<file path="src/rtl/shfloat_pkg.sv">
// Shared definitions for the shfloat packer and its channel scheduler:
// packer latency, packed-word field layout and the channel tag carried alongside words.
package shfloat_pkg;

  localparam int PACKER_LATENCY = 3;

  localparam int          MANT_W    = 12;
  localparam int          EXP_W     = 8;
  localparam logic [31:0] MANT_MASK = 32'hfff00000;

  // Wide enough for any realistic channel count; users slice down to their CH_W.
  localparam int TAG_CH_W = 8;
  typedef logic [TAG_CH_W-1:0] ch_tag_t;

  typedef struct packed {
    logic    vld;
    ch_tag_t ch;
  } tag_t;

endpackage

</file>
<file path="src/rtl/shfloat_scheduler_rr_arbiter.sv">
// Combinational round-robin arbiter: scans from last+1 with wrap, grants the first
// requester as a one-hot vector plus its encoded index.
module rr_arbiter #(
  parameter int N = 4,
  parameter int W = (N > 1) ? $clog2(N) : 1
) (
  input  logic [N-1:0] req,
  input  logic [W-1:0] last,
  input  logic         en,
  output logic [N-1:0] gnt,
  output logic [W-1:0] idx,
  output logic         any
);

  logic [W-1:0] cand;

  always_comb begin
    gnt  = '0;
    idx  = '0;
    any  = 1'b0;
    cand = '0;
    for (int k = 1; k <= N; k++) begin
      cand = W'((int'(last) + k) % N);
      if (en && !any && req[cand]) begin
        gnt[cand] = 1'b1;
        idx       = cand;
        any       = 1'b1;
      end
    end
  end

endmodule

</file>
<file path="src/rtl/shfloat_scheduler.sv">
// Round-robin scheduler sharing one shfloat I/Q packer between CHANNELS requesters;
// tags packer outputs with their source channel and marks frame boundaries.
module shfloat_scheduler #(
  parameter int CHANNELS       = 4,
  parameter int INPUT_DEPTH    = 32,
  parameter int INDEX_DEPTH    = 32,
  parameter int PACKER_LATENCY = shfloat_pkg::PACKER_LATENCY,
  parameter int FRAME_LENGTH   = 64,
  parameter int CH_W           = $clog2(CHANNELS)
) (
  input  logic                            clk,
  input  logic                            rst,
  input  logic                            hold,
  input  logic [CHANNELS-1:0]             req_valid,
  output logic [CHANNELS-1:0]             req_ready,
  input  logic [CHANNELS*INDEX_DEPTH-1:0] req_index,
  input  logic [CHANNELS*INPUT_DEPTH-1:0] req_value_i,
  input  logic [CHANNELS*INPUT_DEPTH-1:0] req_value_q,
  output logic [INDEX_DEPTH-1:0]          pk_index,
  output logic [INPUT_DEPTH-1:0]          pk_value_i,
  output logic [INPUT_DEPTH-1:0]          pk_value_q,
  output logic                            pk_strobe,
  input  logic                            pk_done,
  output logic [CH_W-1:0]                 out_channel,
  output logic                            out_frame_end,
  output logic                            out_err
);

  import shfloat_pkg::*;

  localparam int              FC_W    = (FRAME_LENGTH > 1) ? $clog2(FRAME_LENGTH) : 1;
  localparam logic [FC_W-1:0] FC_LAST = FC_W'(FRAME_LENGTH - 1);

  logic [CH_W-1:0]        last;
  logic [CH_W-1:0]        gnt_idx;
  logic                   gnt_any;
  logic [INDEX_DEPTH-1:0] sel_index;
  logic [INPUT_DEPTH-1:0] sel_i;
  logic [INPUT_DEPTH-1:0] sel_q;
  logic [CH_W-1:0]        pk_ch;
  tag_t                   tag_p [PACKER_LATENCY];
  logic [FC_W-1:0]        frame_cnt;
  logic                   unused_tag;

  rr_arbiter #(
    .N (CHANNELS),
    .W (CH_W)
  ) u_arb (
    .req  (req_valid),
    .last (last),
    .en   (!hold),
    .gnt  (req_ready),
    .idx  (gnt_idx),
    .any  (gnt_any)
  );

  always_comb begin
    sel_index = '0;
    sel_i     = '0;
    sel_q     = '0;
    for (int c = 0; c < CHANNELS; c++) begin
      if (req_ready[c]) begin
        sel_index = req_index[c*INDEX_DEPTH +: INDEX_DEPTH];
        sel_i     = req_value_i[c*INPUT_DEPTH +: INPUT_DEPTH];
        sel_q     = req_value_q[c*INPUT_DEPTH +: INPUT_DEPTH];
      end
    end
  end

  // Issue stage: a grant always coincides with req_valid, so gnt_any marks a transfer.
  always_ff @(posedge clk or posedge rst) begin
    if (rst) begin
      last       <= CH_W'(CHANNELS - 1);
      pk_strobe  <= 1'b0;
      pk_index   <= '0;
      pk_value_i <= '0;
      pk_value_q <= '0;
      pk_ch      <= '0;
    end else begin
      pk_strobe <= gnt_any;
      if (gnt_any) begin
        last       <= gnt_idx;
        pk_index   <= sel_index;
        pk_value_i <= sel_i;
        pk_value_q <= sel_q;
        pk_ch      <= gnt_idx;
      end
    end
  end

  // Tag pipe: mirrors the packer latency so the last stage aligns with pk_done.
  always_ff @(posedge clk or posedge rst) begin
    if (rst) begin
      for (int s = 0; s < PACKER_LATENCY; s++) tag_p[s] <= '0;
    end else begin
      tag_p[0] <= '{vld: pk_strobe, ch: ch_tag_t'(pk_ch)};
      for (int s = 1; s < PACKER_LATENCY; s++) tag_p[s] <= tag_p[s-1];
    end
  end

  assign out_channel = tag_p[PACKER_LATENCY-1].ch[CH_W-1:0];
  assign unused_tag  = ^tag_p[PACKER_LATENCY-1].ch;

  // Output stage: frame counting and sticky tag/strobe consistency check.
  assign out_frame_end = pk_done && (frame_cnt == FC_LAST);

  always_ff @(posedge clk or posedge rst) begin
    if (rst) begin
      frame_cnt <= '0;
      out_err   <= 1'b0;
    end else begin
      if (pk_done) frame_cnt <= out_frame_end ? '0 : frame_cnt + 1'b1;
      if (pk_done != tag_p[PACKER_LATENCY-1].vld) out_err <= 1'b1;
    end
  end

endmodule

</file>
<file path="config.mk">
export PLATFORM = sky130hd
export DESIGN_NAME = shfloat_scheduler
export DESIGN_NICKNAME = d
export VERILOG_FILES = /design/src/rtl/shfloat_pkg.sv /design/src/rtl/shfloat_scheduler_rr_arbiter.sv /design/src/rtl/shfloat_scheduler.sv
export SDC_FILE = /design/constraint.sdc
export NUM_CORES = 1
export LEC_CHECK = 0
export CORE_AREA = 2 2 192 194
export DETAILED_ROUTE_END_ITERATION = 10
export DIE_AREA = 0 0 194 196
export GPL_TIMING_DRIVEN = 0
export SYNTH_ARGS = -nofsm -noshare
export SYNTH_HDL_FRONTEND = slang
export SYNTH_SLANG_ARGS = --single-unit
export TNS_END_PERCENT = 50
</file>
<file path="constraint.sdc">
create_clock -name clk -period 3.9 [get_ports clk]
set_input_delay 0.39 -clock clk [delete_from_list [all_inputs] [get_ports clk]]
set_output_delay 0.39 -clock clk [all_outputs]
set_load 0.02 [all_outputs]
</file>
---- After elaboration in Yosys (flattened, before gate mapping) ----
Cells that the tools add are included.
Widths: inputs -> output; s select.
storage, ports and cells
  flip-flop bits (word level) ............. 117
  output and inout bits ................... 105
cells by class
  $add $sub $neg .......................... 5
  magnitude comparators ................... 8
  eq/ne operators ......................... 2
  muxes and demuxes ....................... 41
  bitwise operators ....................... 3
  reduce and logical (&&, ||, !) cells .... 16
operators by type and width
  cell                 count
  $mux 32              12
  $mux 4               4
  $logic_and 1x1->1    12
  $lt 2x3->1 const B   4
  $mux 1               12
  $or 4x4->4           3
  $bmux 1 s2           4
  $demux 1 s2          4
  $ge 2x1->1 const B   4
  $mux 2               4
  $add 6x1->6 const B  1
  $eq 6x6->1 const B   1
  $mux 6               1
  $add 2x1->2 const B  2
  $add 2x2->2 const B  2
  $logic_not 1->1      4
  $ne 1x1->1           1

---- Logic depth before layout (Yosys ltp) ----
Gate-level depths: netlist of the first run.
  word-level depth ........................ 21
  gate-level depth with buffers ........... 14
  gate-level depth less buffers ........... 9

---- Cells and area by module ----
Synthesis of the first run repeated with hierarchy kept, for this count alone.
unflattened totals
  cell total of the unflattened synthesis .. 777
  area, all modules ....................... 6782.8 sq um
by module, submodules not included
  module             times used  cells an instance  area each (sq um)  sequential area each (sq um)
  shfloat_scheduler  1           712                6244.7             2930.3
  rr_arbiter         1           65                 538.0              0.0

---- Least setup slack after synthesis of the first run ----
OpenSTA, ideal clock, no wires.
  path type ............................... reg-to-output
  start ................................... reg last[0]
  end ..................................... out req_ready[1]
  arrival time ............................ 2.820 ns
  path slack .............................. 0.690 ns
  stages on the path, launching flop included .. 14
  path buffers ............................ 6
  path through ............................ dfstp_2 > buf_2 > inv_1 > ha_1 > buf_2 > mux4_2 > buf_4 > nor2_8 > nand4_4 > and3_1 > buf_2 > buf_4 > buf_4 > inv_1
between the ends
  cells in the longest elaborated chain, start to end .. 17
  elaborated cells on any way between the ends .. 52
  those cells by class .................... add/sub (4); order compare (8); mux (23); bitwise (3); reduce/logical (14)
ends and longest elaborated chain
  what                                                                 RTL line                            RTL
  from (decl)                                                          shfloat_scheduler.sv:34             logic [CH_W-1:0] last;
  from (signal assigned)                                               shfloat_scheduler.sv:73             last <= CH_W'(CHANNELS - 1);
  from (signal assigned)                                               shfloat_scheduler.sv:82             last <= gnt_idx;
  parallel branches: the longest is 16 deep, another holds $lt 2x3->1  -
  $mux 4 *                                                             shfloat_scheduler_rr_arbiter.sv:24  if (en && !any && req[cand]) begin
  to (decl)                                                            shfloat_scheduler.sv:15             output logic [CHANNELS-1:0] req_ready,
Mark *: on every way between the ends. The select of a mux whose other input is x is not followed.

---- Worst setup path after layout of the first run ----
  start ................................... reg last[0]
  end ..................................... reg pk_index[21]
between the ends
  cells in the longest elaborated chain, start to end .. 21
  elaborated cells on any way between the ends .. 57
  those cells by class .................... add/sub (4); order compare (8); mux (28); bitwise (3); reduce/logical (14)
ends and longest elaborated chain
  what                                                                 RTL line                 RTL
  parallel branches: the longest is 21 deep, another holds $lt 2x3->1  -
  to (signal assigned)                                                 shfloat_scheduler.sv:83  pk_index <= sel_index;
  to (decl)                                                            shfloat_scheduler.sv:19  output logic [INDEX_DEPTH-1:0] pk_index,
Several ways; the timed one is not identified. The select of a mux whose other input is x is not followed.
A chain may end at the register's enable or synchronous reset.

==> metrics.yaml, run 1 <==
placed_design:
  io_buffers: 494
  place.gp.congestion: 0.942
  hpwlAfterDp_um: 33300
die:
  coreArea_um2: 36100
  die_area_um2: 38000
  die_y_um: 196
  ios: 497
  fp.dieW_um: 194
  start_util_pct: 21.5
  rows: 70
cells_and_area:
  utilization_pct: 38.9
  drive_gt1_share_pct: 6.77
  layout_common_cells: "491 x clkdlybuf4s50_1, 115 x dfrtp_1, 103 x inv_1"
  multi_input_area_um2: 3980
  nets: 1806
  regArea_um2: 2930
  fill_cells: 3724
  areaGrowthSynthToFinish_pct: 81.2
  final_common_cell: "clkdlybuf4s50_1"
  diodes: 0
detailed_routing:
  routed_wl_um: 43700
  wl_per_cell_um: 23.2
  vias: 9708
  antenna_left: 0
  drc: 0
  drt_iter0_drc: 630
  first_pass_iters: 5
  vias_per_cell: 5.15
worst_hold_path:
  min_path_type: "input port to flop"
  whs_endpoint: "last[0]"
  hold_start: "hold"
  hold_path_depth: 3
critical_path:
  criticalPathCategory: "flop to flop"
  cpMostUsedCell: "buf_2"
  reg2regPathDepth: 13
  startpoint_type: "flop"
  cp.required_ns: 4.20
  worstPathCellList: "inv_1 > ha_1 > buf_2 > mux4_2 > buf_6 > nor2_8 > a32oi_4 > buf_4 > buf_2 > clkbuf_1 > a31oi_1 > a311oi_1 > o31ai_1"
  arrival_ns: 4.07
  r2r_end: "pk_index[21]"
  r2r-start: "last[0]"
  path_buf_inv: 6
  cp-end-kind: "flop"
  r2r_slack_ns: 0.13
  cp_top_family: "buffers and inverters"
  slowest_delay_ns: 0.53
  crit_fanout: 10
  cp_slowest_cell: "dfstp_2"
sta:
  min_period_ns: 3.77
  maxSlewHeadroom_pct: 31.1
  max_freq_mhz: 265
  fin_skew_ns: 0.00771
  grt_setup_unrepaired: "yes"
  final_max_slew_viol_count: 0
  timing_hold_violations_final: 0
  worst_pin_slew_ns: 1.03
  setup_viol: 0
  hold_slack_ns: 0.305
  period_share_pct: 96.7
clock_tree:
  ctsHtreeMaxLevel: 4
  hold_buffers: 0
  cts.sinks: 117
  cts_made_buffers: 17
  clkTransAtPathRegs_ns: 0.06
  cts_root_buffer: "clkbuf_16"
  cts_tree: "done"
  cts_buffer_depth: 2
  clk_latency_ns: 0.44
status:
  status: "complete, no violations"
power:
  clkPwrFrac_pct: 16.2
  p_sw_mw: 4.79
  p_total_mw: 10.4
  power_switching_share_pct: 46.0
  leakagePower_nw: 5.61
  power_density_nw_per_um2: 743
  combPwrFrac_pct: 63.4
  ir_drop_mv: 0.331
  p_int_mw: 5.63
  pwr-share-seq_pct: 20.4
synthesis:
  synthFlopType: "dfrtp_1"
  synth_edf_count: 0
  syn_avg_cell_area_um2: 8.73
  async_flop_share_pct: 100
  synth-seq-area-share_pct: 37.8
  synth_cells: 887
  ys.warnings.count: 0
  syn_nets: 1288
  synth_cell_types: 41
  synthesis.area_um2: 7740
  ys_ff_latch: 117
global_routing:
  grt_use_total_pct: 22.1
  grt_pass1_vias: 9720
  grt_max_degree: 68
  grt_first_pass_wirelength_um: 62800
  antenna_found_initial: 2
  grt_overflow: 0
job:
  maxCapViolations: 0
-- power groups by stage --
stage / Clock (mW) / Combinational, mW / Sequential (mW)
3_3_place_gp: 0 / 6.43 / 2.14
5_1_grt: 1.77 / 7.09 / 2.18
4_1_cts: 1.73 / 6.64 / 2.12
6_report: 1.69 / 6.61 / 2.12
3_5_place_dp: 0 / 6.48 / 2.15
2_1_floorplan: 0 / 3.17 / 2.65
-- cell families after synthesis --
kind of cell	share of synthesized area, %
AOI/OAI and AO/OA	39.4
adders and majority gates	1.45
and+or+nand+nor	7.19
DFF	37.8
xor gates and xnor gates	0.565
buffers and inverters	11.3
muxes	2.26
-- final cells by class --
| type | count | share of cell area, % |
|---|---|---|
| tap | 468 | 4.17 |
| sequential | 117 | 20.9 |
| clock inverter | 8 | 0.865 |
| inverter | 105 | 2.86 |
| timing repair buffer | 503 | 35.9 |
| multi-input combinational | 555 | 28.4 |
| clock buffer | 24 | 3.50 |
| buffer | 106 | 3.50 |
-- worst max path at each step --
stage / start / end / slack [ns] / depth (start not counted)
2_1_floorplan: rst / frame_cnt[0] / 0.41 / 1
4_1_cts: last[0] / req_ready[1] / -0.01 / 13
5_1_grt: last[0] / pk_index[21] / -0.05 / 13
3_5_place_dp: last[0] / pk_value_q[8] / -0.87 / 13
6_report: last[0] / pk_index[21] / 0.13 / 13
3_3_place_gp: rst / pk_ch[0] / -2.04 / 2
-- stage by stage --
| step | worst slack, ns | instances | TNS [ns] | area, µm² |
|---|---|---|---|---|
| after floorplan | 0.413 | 887 | 0 | 7740 |
| after global placement | -2.04 | 1849 | -241.69 | 13300 |
| after detailed placement | -0.874 | 1850 | -18.71 | 13300 |
| after CTS | -0.0118 | 1887 | -0.0118 | 14000 |
| after global routing | -0.0492 | 1886 | -0.0780 | 14000 |
| final | 0.127 | 1886 | 0 | 14000 |
-- routing by layer --
| layer | GRT usage, % | routed length, µm |
|---|---|---|
| met5 | 0 | 0 |
| met4 | 8.33 | 1360 |
| met3 | 5.55 | 3230 |
| met2 | 36.2 | 21000 |
| met1 | 28.0 | 18100 |
-- worst register-to-register path, delay by kind of cell (launching register included) --
| family | cells | cell delay, ns |
|---|---|---|
| DFF | 1 | 0.53 |
| adders and majority gates | 1 | 0.31 |
| muxes | 1 | 0.23 |
| and+or+nand+nor | 1 | 0.07 |
| AOI/OAI and AO/OA | 4 | 1.08 |
| buffers and inverters | 6 | 1.41 |
-- Yosys cell counts (all sizes together), types with 4 or more instances --
cell type | instances | area share (%)
nor2b | 5 | 0.40
mux2i | 4 | 0.52
a31oi | 98 | 7.9
dfrtp | 115 | 37
ha | 9 | 1.5
mux2 | 4 | 0.58
buf | 36 | 2.7
xnor2 | 4 | 0.45
a21oi | 4 | 0.26
clkbuf | 74 | 3.6
mux4 | 4 | 1.2
a311oi | 96 | 11
nand2 | 4 | 0.19
nor2 | 102 | 5.2
inv | 105 | 5.1
o31ai | 97 | 9.4
nand4 | 5 | 0.60
a22oi | 97 | 9.4
-- sequential cells by signal, indices dropped and copies added, names as in the netlist, 2 cells and up --
name	cells
frame_cnt	6
last	2
out_channel	2
pk_ch	2
pk_index	32
pk_value_i	32
pk_value_q	32
tag_p	7
-- timing repair --
action | CTS | global route
setup buffers | 8 | 0
hold endpoints to repair | 0 | 0
setup endpoints to repair | 100 | 5
resized for setup | 17 | 4
pin swaps | 4 | 2
(Power assumes the default switching activity.)
==> run 2: changes to the inputs <==
--- a/config.mk
+++ b/config.mk
@@ -11,2 +11,3 @@
 export GPL_TIMING_DRIVEN = 0
+export SKIP_LAST_GASP = 1
 export SYNTH_ARGS = -nofsm -noshare
==> constraint.sdc (replaced) <==
create_clock -name clk -period 3.9 [get_ports clk]
set_input_delay 0.585 -clock clk [delete_from_list [all_inputs] [get_ports clk]]
set_output_delay 0.585 -clock clk [all_outputs]
set_load 0.02 [all_outputs]
==> run 2 against run 1 <==
Sequential share of layout area decreased by 0.13 points. Combinational power up 2%. Flip-flop and latch count is the same. Critical endpoint is now pk_value_q[7]. Largest cell class unchanged. Largest power group unchanged. Highest routed layer unchanged.
==> metrics.yaml, run 2 (synthesis gave the netlist of run 1 again) <==
critical_path:
  worstPathCellList: "buf_6 > clkinvlp_4 > ha_1 > buf_4 > mux4_2 > and2b_2 > a22o_1 > o21ai_4 > inv_6 > buf_4 > buf_4 > clkbuf_1 > a311oi_1 > o31ai_1"
  r2r-start: "last[0]"
  startpoint_type: "flop"
  cpMostUsedCell: "buf_4"
  slowest_delay_ns: 0.55  # +0.02 ns
  crit_fanout: 10  # unchanged
  r2r_slack_ns: 0.11  # -0.02 ns
  cp.required_ns: 4.20  # about the same
  cp-end-kind: "flop"
  reg2regPathDepth: 14  # +1
  criticalPathCategory: "flop to flop"
  arrival_ns: 4.10  # +0.03 ns
  cp_slowest_cell: "dfstp_2"
  r2r_end: "pk_value_q[7]"
sta:
  worst_pin_slew_ns: 1.01  # -0.0228 ns
  grt_setup_unrepaired: "yes"
  maxSlewHeadroom_pct: 32.6  # +1.5 points
  timing_hold_violations_final: 0  # unchanged
  setup_viol: 0  # unchanged
  min_period_ns: 3.79  # +0.0223 ns
  max_freq_mhz: 264  # -0.59%
  fin_ws_ns: 0.105  # -0.0223 ns
  period_share_pct: 97.3  # +0.57 points
  final_max_slew_viol_count: 0  # unchanged
  fin_tns_setup_ns: 0  # unchanged
  fin_skew_ns: 0.0108  # +0.00310 ns
cells_and_area:
  final_common_cell: "clkdlybuf4s50_1"
  drive_gt1_share_pct: 7.93  # +1.2 points
  regArea_um2: 2930  # unchanged
  top_regs: "pk_index (32), pk_value_i (32), pk_value_q (32)"
  areaGrowthSynthToFinish_pct: 82.3
  nets: 1813  # +0.39%
  fill_cells: 3717  # -0.19%
  final_design_area_no_fill_um2: 14100  # +0.64%
  layout_common_cells: "490 x clkdlybuf4s50_1, 115 x dfrtp_1, 102 x inv_1"
  multi_input_area_um2: 4000  # +0.44%
  diodes: 0  # unchanged
clock_tree:
  cts.sinks: 117  # unchanged
  ctsHtreeMaxLevel: 4  # unchanged
  cts_tree: "done"
  cts_made_buffers: 17  # unchanged
  cts_root_buffer: "clkbuf_16"
  clk_latency_ns: 0.44  # about the same
  cts_buffer_depth: 2  # unchanged
  clkTransAtPathRegs_ns: 0.06  # about the same
detailed_routing:
  vias_per_cell: 5.17  # +0.41%
  vias: 9784  # +0.78%
  antenna_left: 0  # unchanged
  drt_iter0_drc: 646  # +2.5%
  routed_wl_um: 44000  # +0.67%
  drc: 0  # unchanged
  first_pass_iters: 7  # +2
  wl_per_cell_um: 23.2  # +0.30%
die:
  ios: 497  # unchanged
  start_util_pct: 21.5  # unchanged
  die_y_um: 196  # unchanged
  coreArea_um2: 36100  # unchanged
  die_area_um2: 38000  # unchanged
  rows: 70  # unchanged
  fp.dieW_um: 194  # unchanged
global_routing:
  grt_max_degree: 68  # unchanged
  grt_use_total_pct: 22.2  # +0.15 points
  grt_first_pass_wirelength_um: 63200  # +0.55%
  antenna_found_initial: 1  # -1
  grt_pass1_vias: 9739  # +0.20%
  grt_overflow: 0  # unchanged
worst_hold_path:
  min_path_type: "flop to flop"
  hold_path_depth: 0  # -3
  whs_endpoint: "tag_p[17]"
  hold_start: "tag_p[26]"
status:
  status: "complete, no violations"
placed_design:
  place.gp.congestion: 0.942  # unchanged
  dpl-instance-area_um2: 13300  # unchanged
  place_ws_ns: -0.935  # -0.0614 ns
  io_buffers: 494  # unchanged
  hpwlAfterDp_um: 33300  # unchanged
power:
  leakagePower_nw: 5.64  # +0.63%
  power_density_nw_per_um2: 747  # +0.65%
  ir_drop_mv: 0.325  # -1.7%
  p_total_mw: 10.6  # +1.3%
job:
  maxCapViolations: 0  # unchanged
==> run 2: worst max-delay path: cells and delay by family (launching register included) <==
| family | cells | cell delay [ns] |
|---|---|---|
| buffers and inverters | 7 | 1.11 |
| flip-flops | 1 | 0.55 |
| AO/OA/AOI/OAI | 4 | 1.17 |
| multiplexers | 1 | 0.27 |
| adder cells (fa/ha/maj) | 1 | 0.29 |
| AND/OR/NAND/NOR | 1 | 0.26 |
==> run 2: stage by stage <==
step | util [%] | instances | hold slack (ns)
after floorplan | - | 887 | 0.331
after global placement | 36.8 | 1849 | 0.333
after detailed placement | 36.9 | 1850 | 0.335
after CTS | 39.1 | 1892 | 0.349
after global routing | 39.1 | 1893 | 0.359
final | 39.1 | 1893 | 0.348
==> run 2: final cells by class <==
class	count	area share, %
Buffer	107	3.69
Clock buffer	24	3.48
Multi-Input combinational cell	555	28.3
Clock inverter	8	0.859
Inverter	105	2.89
Sequential cell	117	20.7
Tap cell	468	4.15
Timing Repair Buffer	509	35.9
==> run 2: how the worst max path moves through the flow <==
stage	cells after the start	to	from	slack (ns)
finish	14	pk_value_q[7]	last[0]	0.11
global route	13	req_ready[1]	last[0]	-0.05
CTS	14	req_ready[1]	last[0]	-0.08
detailed placement	14	req_ready[1]	last[0]	-0.94
global placement	2	pk_ch[0]	rst	-2.23
floorplan	1	frame_cnt[0]	rst	0.22
==> run 2: where the power goes <==
group / switching [mW] / leakage [nW] / internal [mW] / total [mW]
Combinational: 3.90 / 3.90 / 2.85 / 6.75
Sequential: 0.331 / 1.45 / 1.79 / 2.13
Clock: 0.610 / 0.300 / 1.07 / 1.68
Total: 4.84 / 5.64 / 5.72 / 10.6
==> run 2: timing repair <==
item,4_1_cts,5_1_grt
pin swaps,7,4
hold buffers,0,0
setup endpoints to repair,100,25
buffers inserted,12,2
gates resized for setup,38,10
==> run 2: per-layer routing <==
layer | GRT usage (%) | vias to the layer above | wire length (µm)
li1 | - | 4476 | -
met1 | 28.3 | 4753 | 18500
met2 | 36.3 | 473 | 21100
met3 | 5.60 | 82 | 3150
met4 | 8.25 | 0 | 1250
met5 | 0 | - | 0
==> run 3: changes to the inputs <==
Settings changed: PLACE_DENSITY set to 0.57, REMOVE_ABC_BUFFERS set to 1, TNS_END_PERCENT 50 to 20.
==> run 3 against run 2 <==
Clock-buffer cell count increased by 4. Utilization increased by 0.78 points. Routed wire length increased by 0.91%. Sequential power about the same. Cell count decreased by 3.0%. Flip-flop and latch count unchanged. Setup slack got worse by 0.037 ns. Combinational power increased by 8.0%. Highest routed layer unchanged.
==> metrics.yaml, run 3 (synthesis gave the netlist of run 1 again) <==
critical_path:
  path_buf_inv: 6  # -1
  cp_top_family: "buffers and inverters"
  cp.depth: 10  # -4
  cp-end-kind: "primary output"
  slowest_delay_ns: 0.55  # about the same
  crit_fanout: 13  # +3
  arrival_ns: 3.25  # -0.85 ns
  reg2regPathDepth: 10  # -4
  r2r_slack_ns: 0.28  # +0.17 ns
  worstPathCellList: "clkinvlp_4 > ha_4 > mux4_2 > buf_4 > a32oi_4 > clkbuf_16 > and3_4 > buf_16 > inv_1 > clkdlybuf4s15_2"
  startpoint_type: "flop"
  cp.required_ns: 3.31  # -0.89 ns
  cp_slowest_cell: "dfstp_2"
  r2r-start: "last[0]"
  criticalPathCategory: "flop to primary output"
  r2r_end: "pk_value_q[11]"
sta:
  fin_skew_ns: 0.00896  # -0.00185 ns
  fin_tns_setup_ns: 0  # unchanged
  max_freq_mhz: 261  # -0.96%
  setup_viol: 0  # unchanged
  min_period_ns: 3.83  # +0.0369 ns
  maxSlewHeadroom_pct: 43.9  # +11 points
  worst_pin_slew_ns: 0.837  # -0.175 ns
  grt_setup_unrepaired: "yes"
  hold_slack_ns: 0.347  # -0.00168 ns
  period_share_pct: 98.3  # +0.95 points
  final_max_slew_viol_count: 0  # unchanged
  timing_hold_violations_final: 0  # unchanged
detailed_routing:
  first_pass_iters: 5  # -2
  drc: 0  # unchanged
  drt_iter0_drc: 507  # -22%
  wl_per_cell_um: 24.2  # +4.0%
  routed_wl_um: 44400  # +0.91%
  vias_per_cell: 5.35  # +3.4%
  vias: 9821  # +0.38%
  antenna_left: 0  # unchanged
clock_tree:
  cts_buffer_depth: 2  # unchanged
  cts_root_buffer: "clkbuf_16"
  cts_tree: "done"
  ctsHtreeMaxLevel: 4  # unchanged
  clkTransAtPathRegs_ns: 0.05  # about the same
  cts.sinks: 117  # unchanged
  clk_latency_ns: 0.44  # about the same
  cts_made_buffers: 17  # unchanged
cells_and_area:
  layout_common_cells: "492 x clkdlybuf4s50_1, 115 x dfrtp_1, 101 x inv_1, 101 x nor2_1, 98 x a31oi_1"
  nets: 1756  # -3.1%
  final_common_cell: "clkdlybuf4s50_1"
  fill_cells: 3651  # -1.8%
  regArea_um2: 2930  # unchanged
  drive_gt1_share_pct: 8.70  # +0.77 points
  top_regs: "pk_index (32), pk_value_i (32), pk_value_q (32)"
  multi_input_area_um2: 4060  # +1.5%
  areaGrowthSynthToFinish_pct: 86.0
die:
  ios: 497  # unchanged
  die_area_um2: 38000  # unchanged
  coreArea_um2: 36100  # unchanged
  rows: 70  # unchanged
  start_util_pct: 21.5  # unchanged
  fp.dieW_um: 194  # unchanged
  die_y_um: 196  # unchanged
global_routing:
  grt_max_degree: 69  # +1.5%
  grt_pass1_vias: 9760  # +0.22%
  grt_use_total_pct: 21.5  # -0.73 points
  grt_first_pass_wirelength_um: 62000  # -1.8%
  grt_overflow: 0  # unchanged
  antenna_found_initial: 1  # unchanged
job:
  maxCapViolations: 0  # unchanged
placed_design:
  io_buffers: 496  # +0.40%
  place.gp.congestion: 0.778  # -17%
  hpwlAfterDp_um: 26900  # -19%
worst_hold_path:
  min_path_type: "flop to flop"
  hold_path_depth: 0  # unchanged
  whs_endpoint: "tag_p[10]"
  hold_start: "tag_p[19]"
power:
  power_density_nw_per_um2: 762  # +1.9%
  p_total_mw: 11.0  # +3.9%
  leakagePower_nw: 5.79  # +2.5%
  ir_drop_mv: 0.452  # +39%
status:
  status: "complete, no violations"
-- run 3: what timing repair did --
| item | CTS | global route |
|---|---|---|
| pin swaps | 7 | 3 |
| gates cloned | 9 | 4 |
| setup buffers | 17 | 12 |
| resized for setup | 20 | 3 |
| hold buffers | 0 | 0 |
| endpoints found under the setup margin | 100 | 3 |
-- run 3: per-layer routing --
layer  vias up  global-route usage, %  share of wire, %
met5         -                      0                 0
met3        79                   5.05               6.9
met4         0                   8.64               3.2
li1       4371                      -                 -
met1      4864                   26.2                41
met2       507                   36.5                49
-- run 3: layout make-up --
cell class	count	area share, %
timing repair buffer	552	40.4
multi-input combinational	561	28.2
sequential	117	20.3
tap	468	4.07
clock buffer	28	3.59
inverter	105	2.98
clock inverter	4	0.330
timing repair inverter	1	0.0608
antenna	1	0.0174
-- run 3: worst register-to-register path: cells and delay by family, from the launching register on --
family / cells / cell delay [ns]
muxes: 1 / 0.42
DFF: 1 / 0.55
AOI/OAI and AO/OA: 3 / 0.73
and+or+nand+nor: 1 / 0.70
adders and majority gates: 1 / 0.33
buffers and inverters: 4 / 0.79
-- run 3: how the worst max path moves through the flow --
| stage | from | endpoint | slack, ns |
|---|---|---|---|
| after detailed placement | last[0] | req_ready[1] | -1.04 |
| after global placement | last[0] | pk_index[12] | -7.23 |
| after CTS | last[1] | req_ready[1] | -0.05 |
| final | last[0] | req_ready[1] | 0.07 |
| after global routing | last[0] | req_ready[1] | -0.03 |
| after floorplan | last[0] | req_ready[1] | -2.77 |
-- run 3: power breakdown --
| group | internal, mW | switching, mW | total (mW) | leakage, nW |
|---|---|---|---|---|
| combinational | 3.24 | 4.05 | 7.29 | 4.06 |
| sequential | 1.80 | 0.316 | 2.11 | 1.45 |
| clock | 0.960 | 0.606 | 1.57 | 0.275 |
| total | 6.00 | 4.97 | 11.0 | 5.79 |
-- run 3: metrics by stage --
step,instance area [µm²],util [%],cells,setup slack [ns]
final,14400,39.9,1837,0.0682
after global routing,14400,39.9,1837,-0.0270
after CTS,14200,39.4,1820,-0.0459
after detailed placement,13400,37.0,1763,-1.04
after global placement,12800,35.5,1741,-7.23
after floorplan,7260,-,777,-2.77
